## src/rtl/voice_alloc_if.sv

```systemverilog
// rtl/voice_alloc_if.sv - note event handshake between the MIDI decoder and the voice allocator
//
// Ports (signals carried by the interface):
//   EV_VALID  decoder -> allocator  event present
//   EV_READY  allocator -> decoder  event taken on the CLK edge where EV_VALID & EV_READY
//   EV_ON     decoder -> allocator  1 = note-on, 0 = note-off
//   EV_NOTE   decoder -> allocator  MIDI note number (7b)
//   EV_VEL    decoder -> allocator  MIDI velocity (7b)
// The master modport is the event source (decoder); the slave modport is the allocator.

interface voice_alloc_if;
    logic       EV_VALID;
    logic       EV_READY;
    logic       EV_ON;
    logic [6:0] EV_NOTE;
    logic [6:0] EV_VEL;

    modport master (
        output EV_VALID,
        output EV_ON,
        output EV_NOTE,
        output EV_VEL,
        input  EV_READY
    );

    modport slave (
        input  EV_VALID,
        input  EV_ON,
        input  EV_NOTE,
        input  EV_VEL,
        output EV_READY
    );
endinterface

```

## src/rtl/voice_alloc.sv

```systemverilog
// rtl/voice_alloc.sv - 4-voice polyphonic allocator with least-recently-allocated stealing
//
// Ports:
//   CLK            system clock
//   RST_N          asynchronous active-low reset
//   CE             clock enable; FSM, table and ranks advance only when high
//   ALL_OFF        panic; silences all voices when serviced in IDLE
//   ev             event handshake (slave side of voice_alloc_if)
//   NOTE_NUM_0..3  per-voice note number to the NCO bank
//   NOTE_VEL_0..3  per-voice velocity to the NCO bank (0 = silent)
//   VOICE_ACTIVE   bit i set while voice i holds a sounding note
//
// Each event takes three CE-qualified edges: accept (IDLE), table lookup
// (MATCH) and table update (WRITE). The lookup results are registered so the
// update cycle only has to pick a slot and shift ranks.

module voice_alloc (
    input  logic         CLK,
    input  logic         RST_N,
    input  logic         CE,
    input  logic         ALL_OFF,
    voice_alloc_if.slave ev,
    output logic [6:0]   NOTE_NUM_0,
    output logic [6:0]   NOTE_NUM_1,
    output logic [6:0]   NOTE_NUM_2,
    output logic [6:0]   NOTE_NUM_3,
    output logic [6:0]   NOTE_VEL_0,
    output logic [6:0]   NOTE_VEL_1,
    output logic [6:0]   NOTE_VEL_2,
    output logic [6:0]   NOTE_VEL_3,
    output logic [3:0]   VOICE_ACTIVE
);

    typedef enum logic [1:0] {
        S_IDLE  = 2'd0,
        S_MATCH = 2'd1,
        S_WRITE = 2'd2
    } state_t;

    state_t      state_q;

    // Voice table. rank 0 = most recently allocated, 3 = oldest; the four
    // ranks always form a permutation of 0..3.
    logic [6:0]  note_q   [4];
    logic [6:0]  vel_q    [4];
    logic [1:0]  rank_q   [4];
    logic [3:0]  active_q;

    // Latched event. A note-on with zero velocity is folded into a note-off
    // at accept time so the later stages only see two kinds of event.
    logic        ev_on_q;
    logic [6:0]  ev_note_q;
    logic [6:0]  ev_vel_q;

    // Registered lookup results from MATCH.
    logic [3:0]  hit_q;
    logic        free_any_q;
    logic [1:0]  free_idx_q;
    logic [1:0]  old_idx_q;

    // Lookup combinational results.
    logic [3:0]  hit_c;
    logic        free_any_c;
    logic [1:0]  free_idx_c;
    logic [1:0]  old_idx_c;

    // Write-stage slot selection.
    logic        hit_any;
    logic [1:0]  hit_idx;
    logic [1:0]  target_c;
    logic [1:0]  tgt_rank_c;

    // Gating with RST_N keeps the handshake closed while reset is held,
    // even though the FSM itself already sits in IDLE.
    assign ev.EV_READY = RST_N & CE & ~ALL_OFF & (state_q == S_IDLE);

    always_comb begin
        hit_c      = '0;
        free_any_c = 1'b0;
        free_idx_c = 2'd0;
        old_idx_c  = 2'd0;
        // Scanning downward lets the lowest-index free slot win.
        for (int i = 3; i >= 0; i--) begin
            if (!active_q[i]) begin
                free_any_c = 1'b1;
                free_idx_c = 2'(i);
            end
        end
        for (int i = 0; i < 4; i++) begin
            hit_c[i] = active_q[i] && (note_q[i] == ev_note_q);
            if (rank_q[i] == 2'd3) begin
                old_idx_c = 2'(i);
            end
        end
    end

    always_comb begin
        hit_any = |hit_q;
        hit_idx = 2'd0;
        // At most one slot can match since a held note always retriggers its
        // own slot; the priority order only matters for a corrupted table.
        for (int i = 3; i >= 0; i--) begin
            if (hit_q[i]) begin
                hit_idx = 2'(i);
            end
        end
        if (hit_any) begin
            target_c = hit_idx;
        end else if (free_any_q) begin
            target_c = free_idx_q;
        end else begin
            target_c = old_idx_q;
        end
        tgt_rank_c = rank_q[target_c];
    end

    always_ff @(posedge CLK or negedge RST_N) begin
        if (!RST_N) begin
            state_q    <= S_IDLE;
            active_q   <= '0;
            ev_on_q    <= 1'b0;
            ev_note_q  <= '0;
            ev_vel_q   <= '0;
            hit_q      <= '0;
            free_any_q <= 1'b0;
            free_idx_q <= 2'd0;
            old_idx_q  <= 2'd0;
            for (int i = 0; i < 4; i++) begin
                note_q[i] <= '0;
                vel_q[i]  <= '0;
                rank_q[i] <= 2'(i);
            end
        end else if (CE) begin
            case (state_q)
                S_IDLE: begin
                    if (ALL_OFF) begin
                        // Panic wins over a pending event; the event is not
                        // accepted and stays on the bus.
                        active_q <= '0;
                        for (int i = 0; i < 4; i++) begin
                            vel_q[i] <= '0;
                        end
                    end else if (ev.EV_VALID) begin
                        ev_on_q   <= ev.EV_ON && (ev.EV_VEL != 7'd0);
                        ev_note_q <= ev.EV_NOTE;
                        ev_vel_q  <= ev.EV_VEL;
                        state_q   <= S_MATCH;
                    end
                end

                S_MATCH: begin
                    hit_q      <= hit_c;
                    free_any_q <= free_any_c;
                    free_idx_q <= free_idx_c;
                    old_idx_q  <= old_idx_c;
                    state_q    <= S_WRITE;
                end

                S_WRITE: begin
                    if (ev_on_q) begin
                        // Move the target to the front of the age order:
                        // everything younger than it ages by one.
                        for (int i = 0; i < 4; i++) begin
                            if (2'(i) == target_c) begin
                                note_q[i]   <= ev_note_q;
                                vel_q[i]    <= ev_vel_q;
                                active_q[i] <= 1'b1;
                                rank_q[i]   <= 2'd0;
                            end else if (rank_q[i] < tgt_rank_c) begin
                                rank_q[i] <= rank_q[i] + 2'd1;
                            end
                        end
                    end else begin
                        // Note-off keeps the note number and age so the
                        // release tail stays on the same pitch.
                        for (int i = 0; i < 4; i++) begin
                            if (hit_q[i]) begin
                                vel_q[i]    <= '0;
                                active_q[i] <= 1'b0;
                            end
                        end
                    end
                    state_q <= S_IDLE;
                end

                default: begin
                    state_q <= S_IDLE;
                end
            endcase
        end
    end

    assign NOTE_NUM_0   = note_q[0];
    assign NOTE_NUM_1   = note_q[1];
    assign NOTE_NUM_2   = note_q[2];
    assign NOTE_NUM_3   = note_q[3];
    assign NOTE_VEL_0   = vel_q[0];
    assign NOTE_VEL_1   = vel_q[1];
    assign NOTE_VEL_2   = vel_q[2];
    assign NOTE_VEL_3   = vel_q[3];
    assign VOICE_ACTIVE = active_q;

endmodule

```

## src/flat_wrapper.sv

```systemverilog
// flat-port wrapper written by rule: the top's interface ports become plain ports
module voice_alloc_flat 
  (CLK, RST_N, CE, ALL_OFF, NOTE_NUM_0, NOTE_NUM_1, NOTE_NUM_2, NOTE_NUM_3, NOTE_VEL_0, NOTE_VEL_1, NOTE_VEL_2, NOTE_VEL_3, VOICE_ACTIVE, ev_EV_VALID, ev_EV_ON, ev_EV_NOTE, ev_EV_VEL, ev_EV_READY);
  voice_alloc_if ev_i ();
  input  logic CLK;
  input  logic RST_N;
  input  logic CE;
  input  logic ALL_OFF;
  output logic [6:0] NOTE_NUM_0;
  output logic [6:0] NOTE_NUM_1;
  output logic [6:0] NOTE_NUM_2;
  output logic [6:0] NOTE_NUM_3;
  output logic [6:0] NOTE_VEL_0;
  output logic [6:0] NOTE_VEL_1;
  output logic [6:0] NOTE_VEL_2;
  output logic [6:0] NOTE_VEL_3;
  output logic [3:0] VOICE_ACTIVE;
  input wire logic [$bits(ev_i.EV_VALID)-1:0] ev_EV_VALID;
  input wire logic [$bits(ev_i.EV_ON)-1:0] ev_EV_ON;
  input wire logic [$bits(ev_i.EV_NOTE)-1:0] ev_EV_NOTE;
  input wire logic [$bits(ev_i.EV_VEL)-1:0] ev_EV_VEL;
  output wire logic [$bits(ev_i.EV_READY)-1:0] ev_EV_READY;
  assign ev_i.EV_VALID = ev_EV_VALID;
  assign ev_i.EV_ON = ev_EV_ON;
  assign ev_i.EV_NOTE = ev_EV_NOTE;
  assign ev_i.EV_VEL = ev_EV_VEL;
  assign ev_EV_READY = ev_i.EV_READY;
  voice_alloc u_core (.CLK(CLK), .RST_N(RST_N), .CE(CE), .ALL_OFF(ALL_OFF), .ev(ev_i), .NOTE_NUM_0(NOTE_NUM_0), .NOTE_NUM_1(NOTE_NUM_1), .NOTE_NUM_2(NOTE_NUM_2), .NOTE_NUM_3(NOTE_NUM_3), .NOTE_VEL_0(NOTE_VEL_0), .NOTE_VEL_1(NOTE_VEL_1), .NOTE_VEL_2(NOTE_VEL_2), .NOTE_VEL_3(NOTE_VEL_3), .VOICE_ACTIVE(VOICE_ACTIVE));
endmodule
```

## config.mk

```make
export PLATFORM = sky130hd
export DESIGN_NAME = voice_alloc_flat
export DESIGN_NICKNAME = d
export VERILOG_FILES = /design/src/rtl/voice_alloc_if.sv /design/src/rtl/voice_alloc.sv /design/src/flat_wrapper.sv
export SDC_FILE = /design/constraint.sdc
export NUM_CORES = 1
export LEC_CHECK = 0
export CAP_MARGIN = 20
export CORE_MARGIN = 8
export CORE_UTILIZATION = 40
export DETAILED_ROUTE_END_ITERATION = 8
export GPL_TIMING_DRIVEN = 0
export PLACE_DENSITY = 0.64
export SYNTH_ARGS = -nofsm -noshare
export SYNTH_HDL_FRONTEND = slang
export SYNTH_SLANG_ARGS = --single-unit
```

## constraint.sdc

```tcl
create_clock -name CLK -period 2.5 [get_ports CLK]
set_input_delay 0.375 -clock CLK [delete_from_list [all_inputs] [get_ports CLK]]
set_output_delay 0.375 -clock CLK [all_outputs]
set_load 0.01 [all_outputs]
```

== Yosys cells after proc, flatten, opt, wreduce, memory -nomap -nowiden ==
Cells that the tools add are included.
Storage, ports and cells
  register bits: 94
  output and inout port bits: 61
  logic and storage cells: 143
Operators by class
  $add $sub $neg: 4
  magnitude comparators: 5
  eq/ne operators: 23
  multiplexer cells: 53
  bitwise gates (word level): 5
  reductions and logical operators: 29
Operators with widths (count)
  $mux W28: 2
  $mux W7: 8
  $pmux W28 S2: 1
  $mux W2: 24
  $reduce_and A4 Y1: 9
  $eq A7 B7 Y1: 4
  $reduce_and A5 Y1: 4
  $mux W1: 13
  $ne A3 B1 Y1 const B: 4
  $ne A3 B3 Y1 const B: 4
  $reduce_bool A2 Y1: 5
  $add A2 B1 Y2 const B: 4
  $eq A2 B2 Y1 const B: 4
  $lt A2 B2 Y1: 4
  $mux W4: 2
  $pmux W4 S2: 1
  $reduce_bool A7 Y1: 1
  $ne A2 B2 Y1 const B: 3
  $logic_and A1 B1 Y1: 5
  $bmux W2 S2: 1
  $eq A2 B2 Y1 const A: 2
  $logic_not A2 Y1: 2
  $pmux W2 S2: 1
  $reduce_or A4 Y1: 1
  other kinds (8): 10

== Depth between registers and ports, before layout ==
Gate-level depths: netlist of run 1.
  depth in word-level cells: 12
  depth in mapped cells: 9
  mapped depth without buffers: 6

== Worst setup path after synthesis of run 1 ==
OpenSTA, ideal clock, no wires.
  path type: flip-flop to flip-flop
  from: register u_core.free_any_q
  to: register u_core.vel_q (netlist bit u_core.NOTE_VEL_3[0])
  setup time: 0.125 ns
  arrival: 1.998 ns
  data required time: 2.375 ns
  setup slack: 0.378 ns
  stages on the path, launching flop included: 8
  cell sequence: dfrtp_1 mux2i_1 a211o_1 buf_2 o21ai_1 o21ai_1 a21oi_2 mux2_2
Between the ends
  cells in the longest elaborated chain, start to end: 5
RTL lines
  from (decl): line voice_alloc.sv:57  | logic free_any_q;
  from (signal assigned): line voice_alloc.sv:153  | free_any_q <= free_any_c;
  $mux W2: line voice_alloc.sv:109  | end else if (free_any_q) begin
  $mux W2: line voice_alloc.sv:107  | if (hit_any) begin
  $eq A2 B2 Y1: line voice_alloc.sv:164  | if (2'(i) == target_c) begin
  $ne A3 B3 Y1 (no source line)
  $reduce_and A5 Y1 (no source line)
  to (signal, indexed assignment): line voice_alloc.sv:166  | vel_q[i] <= ev_vel_q;
  to (decl): line voice_alloc.sv:45  | logic [6:0] vel_q [4];
Every way passes these cells.
A chain may end at the register's enable or synchronous reset.

== Final worst setup path of run 1 ==
  from: input port CE
  to: output port ev_EV_READY
Between the ends
  cells in the longest elaborated chain, start to end: 3
RTL lines
  from (decl): line flat_wrapper.sv:7  | input logic CE;
  $and A1 B1 Y1 (3 in a row): line voice_alloc.sv:75  | assign ev.EV_READY = RST_N & CE & ~ALL_OFF & (state_q == S_IDLE);
  to (decl): line flat_wrapper.sv:22  | output wire logic [$bits(ev_i.EV_READY)-1:0] ev_EV_READY;
Every way passes these cells.

==> results of run 1 <==
[area by class of cell]
type / instances / area [µm²]
inverter: 17 / 63.8
buffer: 18 / 96.3
timing repair buffer: 86 / 913
fill: 948 / 5030
multi-input combinational: 234 / 2030
sequential: 94 / 2360
clock inverter: 7 / 97.6
clock buffer: 9 / 124
tap: 140 / 175
[power groups by stage]
stage	logic (mW)	registers [mW]	clock network, mW
5_1_grt	1.92	2.09	1.20
4_1_cts	1.73	2.04	1.15
3_3_place_gp	1.66	2.06	0
6_report	1.76	2.05	1.13
3_5_place_dp	1.70	2.07	0
2_1_floorplan	1.08	2.07	0
[per-layer routing]
metal | up-vias | global-route usage (%)
li1 | 1520 | -
met1 | 1611 | 19.1
met2 | 75 | 24.8
met3 | 19 | 5.00
met4 | 0 | 5.78
met5 | - | 0
[cells in the mapped netlist (3+ instances only)]
master     n
a32o_1     4
mux2i_1    4
nand4_1    9
dfrtp_1   90
dfstp_2    4
nor2_1     6
clkbuf_1  11
and2_1     9
inv_1     17
mux2_2    70
o21ai_1    6
ha_1       3
o31ai_1    5
nor3_2     3
buf_2      3
nand2_1   15
a21o_1     3
xnor2_1   28
nor3_1     6
nand3_1    4
a221oi_1   4
o21ai_0   12
a211oi_1   7
a21oi_1    8
[kinds of logic (layout without fill, tap and decap cells)]
| family | after synthesis | after routing | synth area share (%) |
|---|---|---|---|
| XOR/XNOR | 28 | 28 | 5.49 |
| AND/OR/NAND/NOR | 60 | 60 | 7.36 |
| buffers and inverters | 35 | 137 | 3.47 |
| adder cells (fa/ha/maj) | 3 | 3 | 0.840 |
| flip-flops | 94 | 94 | 52.7 |
| AO/OA/AOI/OAI | 68 | 68 | 11.3 |
| multiplexers | 75 | 75 | 18.8 |
[placed cells by master, fill, tap and decap left out, drive strengths merged, types with 5 or more instances in the layout]
master / count
dfrtp: 90
a221oi: 6
nand2: 15
o31ai: 5
clkdlybuf4s50: 79
clkbuf: 23
nor2: 7
a211oi: 8
a21oi: 11
mux2: 71
and2: 9
o21ai: 18
nand4: 9
xnor2: 28
nor3: 9
buf: 11
inv: 18
[repair_timing]
action | in CTS | in global routing
resized for setup | 5 | 9
buffers inserted | 0 | 4
endpoints found under the hold margin | 0 | 0
setup endpoints to repair | 28 | 52
pin swaps | 0 | 4
[registers in the layout (all words and copies together), names as in the netlist]
register	flops
u_core.rank_q	8
u_core.NOTE_NUM_0	7
u_core.NOTE_NUM_1	7
u_core.NOTE_NUM_2	7
u_core.NOTE_NUM_3	7
u_core.NOTE_VEL_0	7
u_core.NOTE_VEL_1	7
u_core.NOTE_VEL_2	7
u_core.NOTE_VEL_3	7
u_core.ev_note_q	7
u_core.ev_vel_q	7
u_core.VOICE_ACTIVE	4
u_core.hit_q	4
u_core.free_idx_q	2
u_core.old_idx_q	2
u_core.state_q	2
u_core.ev_on_q	1
u_core.free_any_q	1
[path summary, 6_finish.rpt]
kind / startpoint / endpoint / slack [ns] / depth (start not counted)
setup reg to reg: u_core.free_any_q$_DFFE_PN0P_ / u_core.VOICE_ACTIVE[2]$_DFFE_PN0P_ / 0.12 / 7
max in group asynchronous: RST_N / u_core.rank_q[0]$_DFFE_PN1P_ / 1.78 / 2
hold / removal: RST_N / u_core.ev_note_q[0]$_DFFE_PN0P_ / -0.003 / 1
setup / recovery: CE / ev_EV_READY / 0.10 / 4
min in group CLK: u_core.ev_vel_q[1]$_DFFE_PN0P_ / u_core.ev_vel_q[1]$_DFFE_PN0P_ / 0.50 / 1
hold reg to reg: u_core.ev_vel_q[1]$_DFFE_PN0P_ / u_core.ev_vel_q[1]$_DFFE_PN0P_ / 0.50 / 1
[metrics by stage]
stage / setup WS, ns / total power [mW] / TNS [ns]
finish: 0.104 / 4.94 / 0
global route: -0.00626 / 5.22 / -0.00626
CTS: -0.0355 / 4.92 / -0.289
detailed placement: -0.187 / 3.77 / -1.96
global placement: -2.80 / 3.73 / -227.13
floorplan: 0.378 / 3.15 / 0
==> run summary, run 1 <==
outcome: complete, but fails checks
violated checks: hold timing
PwrDens: 843 nW/µm²
Seq cells post-synth: 94
Worst-Margin Slew: 0.691 ns
via count: 3225
synthesized area: 4470 µm²
Synth area leader: dfrtp_1
CP Cell Sequence: clkdlybuf4s50_1 > nor4b_2 > and2_1 > clkdlybuf4s50_1
full die area: 14800 µm²
IO Pins: 81
initial cell density of the core: 41.0%
Die Ht: 122 µm
post-synth top area share: 50.4%
largest net degree at the start of global routing: 52
max-cap viol count: 0
Synth Instances: 363
total grt overflow: 0
Post-CTS Hold Buffers: 0
Post-Syn Area per Cell: 12.3 µm²
row count: 38
met2 wire len: 5140 µm
Setup CP Type: input port to output pin
fin util: 53.8%
H-tree depth: 3
GR Util All Layers: 15.5%
Area contributors post-synth: dfrtp_1 (50%), mux2_2 (18%), xnor2_1 (5.5%)
register share of total power: 41.5%
crit path max fanout: 7
# port buffers: 80
first-pass GRT wire length: 18000 µm
Peak VDD IR: 0.452 mV
Max Used Layer: met4
Layout Cells excl Fill: 605
residual DRC count: 0
vias in the first global route: 3500
Hold WS: -0.00265 ns
initial antenna violation count: 0
cell-internal power: 3.27 mW
CTS Buf Count: 9
drt pass-1 iters: 4
final wirelength: 11000 µm
nets@finish: 483
area of the core: 10900 µm²
switch share: 33.8%
most frequent CP cell: clkdlybuf4s50_1
worst clock skew: 0.0158 ns
Yosys cell types: 48
arrival time worst endpoint: 2.02 ns
Max clock buf depth: 2
fraction of layout cells with a size suffix above 1: 26.0%
Seq/Total Area, Yosys: 52.7%
Top delay family on crit path: buffers and inverters
post-layout min period: 2.40 ns
final period utilization: 95.8%
fin area: 5860 µm²
CP peak stage delay: 0.61 ns
slowest stage cell, crit path: clkdlybuf4s50_1
WL met3: 703 µm
net switching power: 1.67 mW
FFs w/ async S/R, synth: 100%
placed cell count: 585
Final Setup Violations: 0
final hold vios: 2
CTS sink cnt: 94
Critical Path Source Type: input port
WL/cell: 18.2 µm
width of the die: 122 µm
Clock Power Share: 22.8%
crit end category: output pin
Via density: 5.33
Post-DP HPWL: 7840 µm
CTS root buffer: clkbuf_8
number of flops mapped to enable cells by yosys: 0
Slew HR: 53.7%
Synth warnings: 0
Post-synth top flop: dfrtp_1
fmax: 417 MHz
Worst-Skew Late Latency: 0.37 ns
CTS tree: yes
Comb pwr share: 35.7%
Clk pin slew, worst setup/hold paths: 0.10 ns
Area Growth Syn to Fin: 31.0%
Bufs and invs on worst path: 2
Lkg Pwr: 2.49 nW
Initial DRC Count: 145
gp weighted congestion: 0.848
Synth Net Count: 386
Placed Area: 5480 µm²
CP Data Required Time: 2.12 ns
Max Slew Vio Count: 0
antenna cell count: 0
Antenna Nets Post-Route: 0
WL met1: 4990 µm
HP Class: input port to asynchronous set/reset pin
Note: power is estimated with default switching activity, not from simulation.
==> inputs of run 2 (changes only) <==
--- a/config.mk
+++ b/config.mk
@@ -10,7 +10,7 @@
 export CORE_UTILIZATION = 40
 export DETAILED_ROUTE_END_ITERATION = 8
 export GPL_TIMING_DRIVEN = 0
-export PLACE_DENSITY = 0.64
+export PLACE_DENSITY = 0.65
 export SYNTH_ARGS = -nofsm -noshare
 export SYNTH_HDL_FRONTEND = slang
 export SYNTH_SLANG_ARGS = --single-unit
==> run 2 against run 1 <==
Net effect: die area unchanged; the run now ends clean; fmax is 1.2% lower; core utilization is 0.51 points higher; total power is 0.99% lower; largest power group unchanged; hold slack improved by 0.51 ns.
==> run summary, run 2 (synthesis results as in run 1) <==
full die area: 14800 µm² (unchanged)
HP Class: register to register (was input port to asynchronous set/reset pin)
final wirelength: 11200 µm (was 11000 µm)
Final Setup Violations: 0 (unchanged)
Hold Path Sink: u_core.ev_vel_q[6]$_DFFE_PN0P_
final period utilization: 97.0% (was 95.8%)
CTS tree: yes (unchanged)
Peak VDD IR: 0.431 mV (was 0.452 mV)
Antenna Nets Post-Route: 0 (unchanged)
crit end category: register (was output pin)
Worst R2R Path Depth: 6 (was 7)
fmax: 412 MHz (was 417 MHz)
Max Slew Vio Count: 0 (unchanged)
final hold vios: 0 (was 2)
via count: 3207 (was 3225)
nets@finish: 487 (was 483)
initial cell density of the core: 41.0% (unchanged)
Critical Path Source: u_core.free_any_q$_DFFE_PN0P_ (was CE)
most used cells in the layout excluding fill and tap cells: dfrtp_1 (90), clkdlybuf4s50_1 (79), mux2_2 (70) (unchanged)
CTS sink cnt: 94 (unchanged)
Hold Path Cell Cnt: 1
residual DRC count: 0 (unchanged)
first-pass GRT wire length: 17500 µm (was 18000 µm)
Total Neg Setup Slack: 0 ns (unchanged)
RSZ-0062 raised after global routing: false
vias in the first global route: 3386 (was 3500)
hold_sp: u_core.ev_vel_q[6]$_DFFE_PN0P_
Worst-Skew Late Latency: 0.35 ns (was 0.37 ns)
Slew HR: 55.6% (was 53.7%)
CP Cell Sequence: mux2i_4 > a211oi_2 > o21ai_0 > o21ai_1 > a21oi_4 > mux2_1 (was clkdlybuf4s50_1 > nor4b_2 > and2_1 > clkdlybuf4s50_1)
initial antenna violation count: 0 (unchanged)
row count: 38 (unchanged)
CTS root buffer: clkbuf_8 (unchanged)
Setup CP Type: register to register (was input port to output pin)
CP Data Required Time: 2.73 ns (was 2.12 ns)
fillers: 919 (was 948)
slowest stage cell, crit path: a211oi_2 (was clkdlybuf4s50_1)
CP peak stage delay: 0.62 ns (was 0.61 ns)
Reg2Reg Setup Slack: 0.07 ns (was 0.12 ns)
CTS Buf Count: 9 (unchanged)
Max clock buf depth: 2 (unchanged)
Die Ht: 122 µm (unchanged)
Area Growth Syn to Fin: 32.3% (was 31.0%)
Clk pin slew, worst setup/hold paths: 0.10 ns (about the same)
antenna cell count: 0 (unchanged)
total grt overflow: 0 (unchanged)
max-cap viol count: 0 (unchanged)
most common cell after layout, fill and taps aside: dfrtp_1 (unchanged)
arrival time worst endpoint: 2.66 ns (was 2.02 ns)
FF-to-FF Start: u_core.free_any_q$_DFFE_PN0P_ (unchanged)
gp weighted congestion: 0.842 (was 0.848)
post-layout min period: 2.43 ns (was 2.40 ns)
Critical Path Source Type: register (was input port)
Lkg Pwr: 2.51 nW (was 2.49 nW)
IO Pins: 81 (unchanged)
area of the core: 10900 µm² (unchanged)
H-tree depth: 3 (unchanged)
GR Util All Layers: 14.8% (was 15.5%)
Largest Register: u_core.rank_q (unchanged)
crit path max fanout: 8 (was 7)
max FFs per register: 8 (unchanged)
fin util: 54.3% (was 53.8%)
Post-DP HPWL: 7810 µm (was 7840 µm)
outcome: complete, no violations (was complete, but fails checks)
Via density: 5.27 (was 5.33)
WL/cell: 18.4 µm (was 18.2 µm)
Worst-Margin Slew: 0.663 ns (was 0.691 ns)
Initial DRC Count: 171 (was 145)
worst reg2reg endpoint: u_core.NOTE_VEL_1[2]$_DFFE_PN0P_ (was u_core.VOICE_ACTIVE[2]$_DFFE_PN0P_)
fraction of layout cells with a size suffix above 1: 26.0% (about the same)
# port buffers: 80 (unchanged)
largest net degree at the start of global routing: 61 (was 52)
PwrDens: 827 nW/µm² (was 843 nW/µm²)
drt pass-1 iters: 4 (unchanged)
worst clock skew: 0.0149 ns (was 0.0158 ns)
width of the die: 122 µm (unchanged)
run 2: critical path: cells and delay by family, from the launching register on:
family	cells	cell delay [ns]
muxes	2	0.61
DFF	1	0.47
AOI/OAI and AO/OA	4	1.23
run 2: cell type report:
class,instances,area (µm²),area share [%]
inverters,17,63.8,1.08
clock inverters,5,67.6,1.14
flip-flops and latches,94,2360,39.9
multi-input cells,234,2020,34.2
well taps,140,175,2.96
clock buffers,11,141,2.39
repair buffers,90,988,16.7
plain buffers,18,96.3,1.63
run 2: power by group:
| part | internal, mW | total (mW) | switching, mW |
|---|---|---|---|
| clock | 0.504 | 1.06 | 0.561 |
| combinational | 0.915 | 1.77 | 0.860 |
| sequential | 1.80 | 2.05 | 0.252 |
run 2: stage by stage:
step / setup slack (ns) / std cells / hold slack [ns] / total power [mW] / area, µm²
3_5_place_dp: -0.137 / 585 / 0.369 / 3.76 / 5480
2_1_floorplan: 0.378 / 363 / 0.0794 / 3.15 / 4470
4_1_cts: -0.0895 / 603 / 0.497 / 4.84 / 5720
6_report: 0.0747 / 609 / 0.508 / 4.89 / 5910
5_1_grt: 0.000547 / 609 / 0.531 / 5.16 / 5910
3_3_place_gp: -2.82 / 583 / 0.464 / 3.72 / 5450
run 2: repair_timing:
item | CTS | global route
gates cloned | 0 | 1
pin swaps | 0 | 4
hold buffers | 2 | 0
hold endpoints to repair | 35 | 0
setup buffers | 0 | 5
setup endpoints to repair | 21 | 60
resized for setup | 1 | 12
run 2: routing by layer:
layer | routed length [µm] | track usage, % | vias up
met2 | 5270 | 23.1 | 83
li1 | - | - | 1528
met4 | 248 | 5.63 | 0
met1 | 4960 | 18.6 | 1582
met3 | 725 | 5.14 | 14
met5 | 0 | 0 | -
run 2: worst max-delay path by stage:
stage | endpoint | slack, ns | depth (start not counted)
final | u_core.NOTE_VEL_1[2]$_DFFE_PN0P_ | 0.07 | 6
after floorplan | u_core.NOTE_VEL_3[0]$_DFFE_PN0P_ | 0.38 | 7
after detailed placement | u_core.ev_vel_q[4]$_DFFE_PN0P_ | -0.14 | 5
after global routing | u_core.rank_q[2]$_DFFE_PN0P_ | 0.0005 | 7
after global placement | ev_EV_READY | -2.82 | 3
after CTS | u_core.NOTE_NUM_3[3]$_DFFE_PN0P_ | -0.09 | 5
==> inputs of run 3 (changes only) <==
==> constraint.sdc (replaced) <==
create_clock -name CLK -period 2.5 [get_ports CLK]
set_input_delay 0.25 -clock CLK [delete_from_list [all_inputs] [get_ports CLK]]
set_output_delay 0.25 -clock CLK [all_outputs]
set_load 0.01 [all_outputs]
==> run 3 against run 2 <==
Net effect: hold slack got worse by 0.11 ns; design area down 0.53%; clock power about the same; sequential share of layout area grew 0.21 points; fmax up 0.41%; largest power group unchanged.
==> run summary, run 3 (synthesis results as in run 1) <==
initial cell density of the core: 41.0% (unchanged)
Critical Path Sink: u_core.NOTE_VEL_1[6]$_DFFE_PN0P_ (was u_core.NOTE_VEL_1[2]$_DFFE_PN0P_)
Slew HR: 55.7% (was 55.6%)
placed cell count: 585 (unchanged)
Total Neg Setup Slack: 0 ns (unchanged)
worst reg2reg endpoint: u_core.NOTE_VEL_1[6]$_DFFE_PN0P_ (was u_core.NOTE_VEL_1[2]$_DFFE_PN0P_)
Crit. path cell count: 8 (was 6)
Post-DP HPWL: 7810 µm (unchanged)
initial antenna violation count: 0 (unchanged)
final period utilization: 96.6% (was 97.0%)
CP Cell Sequence: buf_2 > nor2_1 > a211o_1 > buf_6 > o21ai_0 > o21ai_1 > a21oi_4 > mux2_2 (was mux2i_4 > a211oi_2 > o21ai_0 > o21ai_1 > a21oi_4 > mux2_1)
nets@finish: 486 (was 487)
Initial DRC Count: 154 (was 171)
Via density: 5.23 (was 5.27)
arrival time worst endpoint: 2.66 ns (about the same)
Max clock buf depth: 2 (unchanged)
# port buffers: 80 (unchanged)
total grt overflow: 0 (unchanged)
Bufs and invs on worst path: 2 (was 0)
vias in the first global route: 3386 (unchanged)
drt pass-1 iters: 4 (unchanged)
full die area: 14800 µm² (unchanged)
Worst-Skew Late Latency: 0.35 ns (about the same)
Antenna Nets Post-Route: 0 (unchanged)
Largest Register: u_core.rank_q (unchanged)
Worst R2R Path Depth: 8 (was 6)
residual DRC count: 0 (unchanged)
fraction of layout cells with a size suffix above 1: 25.6% (was 26.0%)
gp weighted congestion: 0.842 (unchanged)
outcome: complete, no violations (unchanged)
GR Util All Layers: 14.8% (unchanged)
H-tree depth: 3 (unchanged)
Die Ht: 122 µm (unchanged)
Reg2Reg Setup Slack: 0.08 ns (was 0.07 ns)
antenna cell count: 0 (unchanged)
Max Slew Vio Count: 0 (unchanged)
most used cells in the layout excluding fill and tap cells: dfrtp_1 (90), clkdlybuf4s50_1 (79), mux2_2 (70) (unchanged)
width of the die: 122 µm (unchanged)
Top delay family on crit path: compound AO/OA/AOI/OAI gates (unchanged)
final wirelength: 11000 µm (was 11200 µm)
slowest stage cell, crit path: mux2_2 (was a211oi_2)
Critical Path Source: u_core.hit_q[1]$_DFFE_PN0P_ (was u_core.free_any_q$_DFFE_PN0P_)
row count: 38 (unchanged)
max-cap viol count: 0 (unchanged)
Setup CP Type: register to register (unchanged)
CTS tree: yes (unchanged)
CP Data Required Time: 2.75 ns (was 2.73 ns)
Area Growth Syn to Fin: 31.6% (was 32.3%)
Critical Path Source Type: register (unchanged)
post-layout min period: 2.42 ns (was 2.43 ns)
CTS sink cnt: 94 (unchanged)
Peak VDD IR: 0.431 mV (about the same)
Final Setup Violations: 0 (unchanged)
CTS root buffer: clkbuf_8 (unchanged)
Clk pin slew, worst setup/hold paths: 0.10 ns (about the same)
Placed Area: 5480 µm² (unchanged)
via count: 3177 (was 3207)
max FFs per register: 8 (unchanged)
Layout Cells excl Fill: 608 (was 609)
final hold vios: 0 (unchanged)
area of the core: 10900 µm² (unchanged)
worst clock skew: 0.0145 ns (was 0.0149 ns)
HP Class: input port to asynchronous set/reset pin (was register to register)
Worst-Margin Slew: 0.662 ns (was 0.663 ns)
WL/cell: 18.1 µm (was 18.4 µm)
crit end category: register (unchanged)
crit path max fanout: 10 (was 8)
most common cell after layout, fill and taps aside: dfrtp_1 (unchanged)
RSZ-0062 raised after global routing: false (unchanged)
first-pass GRT wire length: 17500 µm (unchanged)
Lkg Pwr: 2.49 nW (was 2.51 nW)
PwrDens: 830 nW/µm² (was 827 nW/µm²)
largest net degree at the start of global routing: 61 (unchanged)
FF-to-FF Start: u_core.hit_q[1]$_DFFE_PN0P_ (was u_core.free_any_q$_DFFE_PN0P_)
fmax: 414 MHz (was 412 MHz)
CTS Buf Count: 9 (unchanged)
CP peak stage delay: 0.38 ns (was 0.62 ns)
fin area: 5880 µm² (was 5910 µm²)
IO Pins: 81 (unchanged)
-- run 3: changes by cell type in the layout (fill, tap and decap cells not counted) --
cell and change:
clkbuf_16 -1, nor4b_1 +1, nor4b_2 -1
-- run 3: through the flow --
stage                     setup WS [ns]  total power, mW  util, %  hold WS, ns
after global placement            -2.57             3.72     50.0        0.464
after CTS                       -0.0895             4.84     52.6        0.398
after global routing           0.000547             5.15     54.0        0.408
final                            0.0844             4.88     54.0        0.400
after floorplan                   0.378             3.15        -      -0.0456
after detailed placement        -0.0618             3.76     50.3        0.244
-- run 3: layout make-up --
| cell class | instances | area [µm²] |
|---|---|---|
| clock inverters | 5 | 67.6 |
| inverters | 17 | 63.8 |
| plain buffers | 18 | 96.3 |
| repair buffers | 89 | 963 |
| well taps | 140 | 175 |
| flip-flops and latches | 94 | 2360 |
| fillers | 924 | 5010 |
| clock buffers | 11 | 141 |
| multi-input cells | 234 | 2010 |
-- run 3: worst reg2reg max path, delay by kind of cell (launching register included) --
kind,cells,cell delay (ns)
AND/OR/NAND/NOR,1,0.08
flip-flops,1,0.35
AO/OA/AOI/OAI,4,1.12
buffers and inverters,2,0.37
multiplexers,1,0.38
-- run 3: routing by layer --
layer	GRT usage, %	routed length [µm]	up-vias
met5	0	0	-
met4	5.63	249	0
met3	5.14	609	15
met2	23.1	5150	66
met1	18.6	4960	1576
li1	-	-	1520
-- run 3: worst min path at each step --
stage / from / endpoint / slack (ns)
floorplan: RST_N / u_core.NOTE_NUM_0[0]$_DFFE_PN0P_ / -0.05
global placement: u_core.free_idx_q[1]$_DFFE_PN0P_ / u_core.free_idx_q[1]$_DFFE_PN0P_ / 0.46
detailed placement: RST_N / u_core.ev_note_q[4]$_DFFE_PN0P_ / 0.24
CTS: RST_N / u_core.ev_note_q[4]$_DFFE_PN0P_ / 0.40
global route: RST_N / u_core.ev_note_q[4]$_DFFE_PN0P_ / 0.41
finish: RST_N / u_core.ev_note_q[4]$_DFFE_PN0P_ / 0.40
-- run 3: repair_timing --
| item | 4_1_cts | 5_1_grt |
|---|---|---|
| gates resized for setup | 1 | 11 |
| hold buffers | 2 | 0 |
| buffers inserted | 0 | 5 |
| setup endpoints to repair | 21 | 59 |
| pin swaps | 0 | 4 |
| endpoints found under the hold margin | 35 | 0 |
-- run 3: where the power goes --
| group | switching (mW) | total, mW | internal, mW |
|---|---|---|---|
| logic | 0.856 | 1.77 | 0.911 |
| clock network | 0.562 | 1.07 | 0.504 |
| registers | 0.250 | 2.05 | 1.80 |
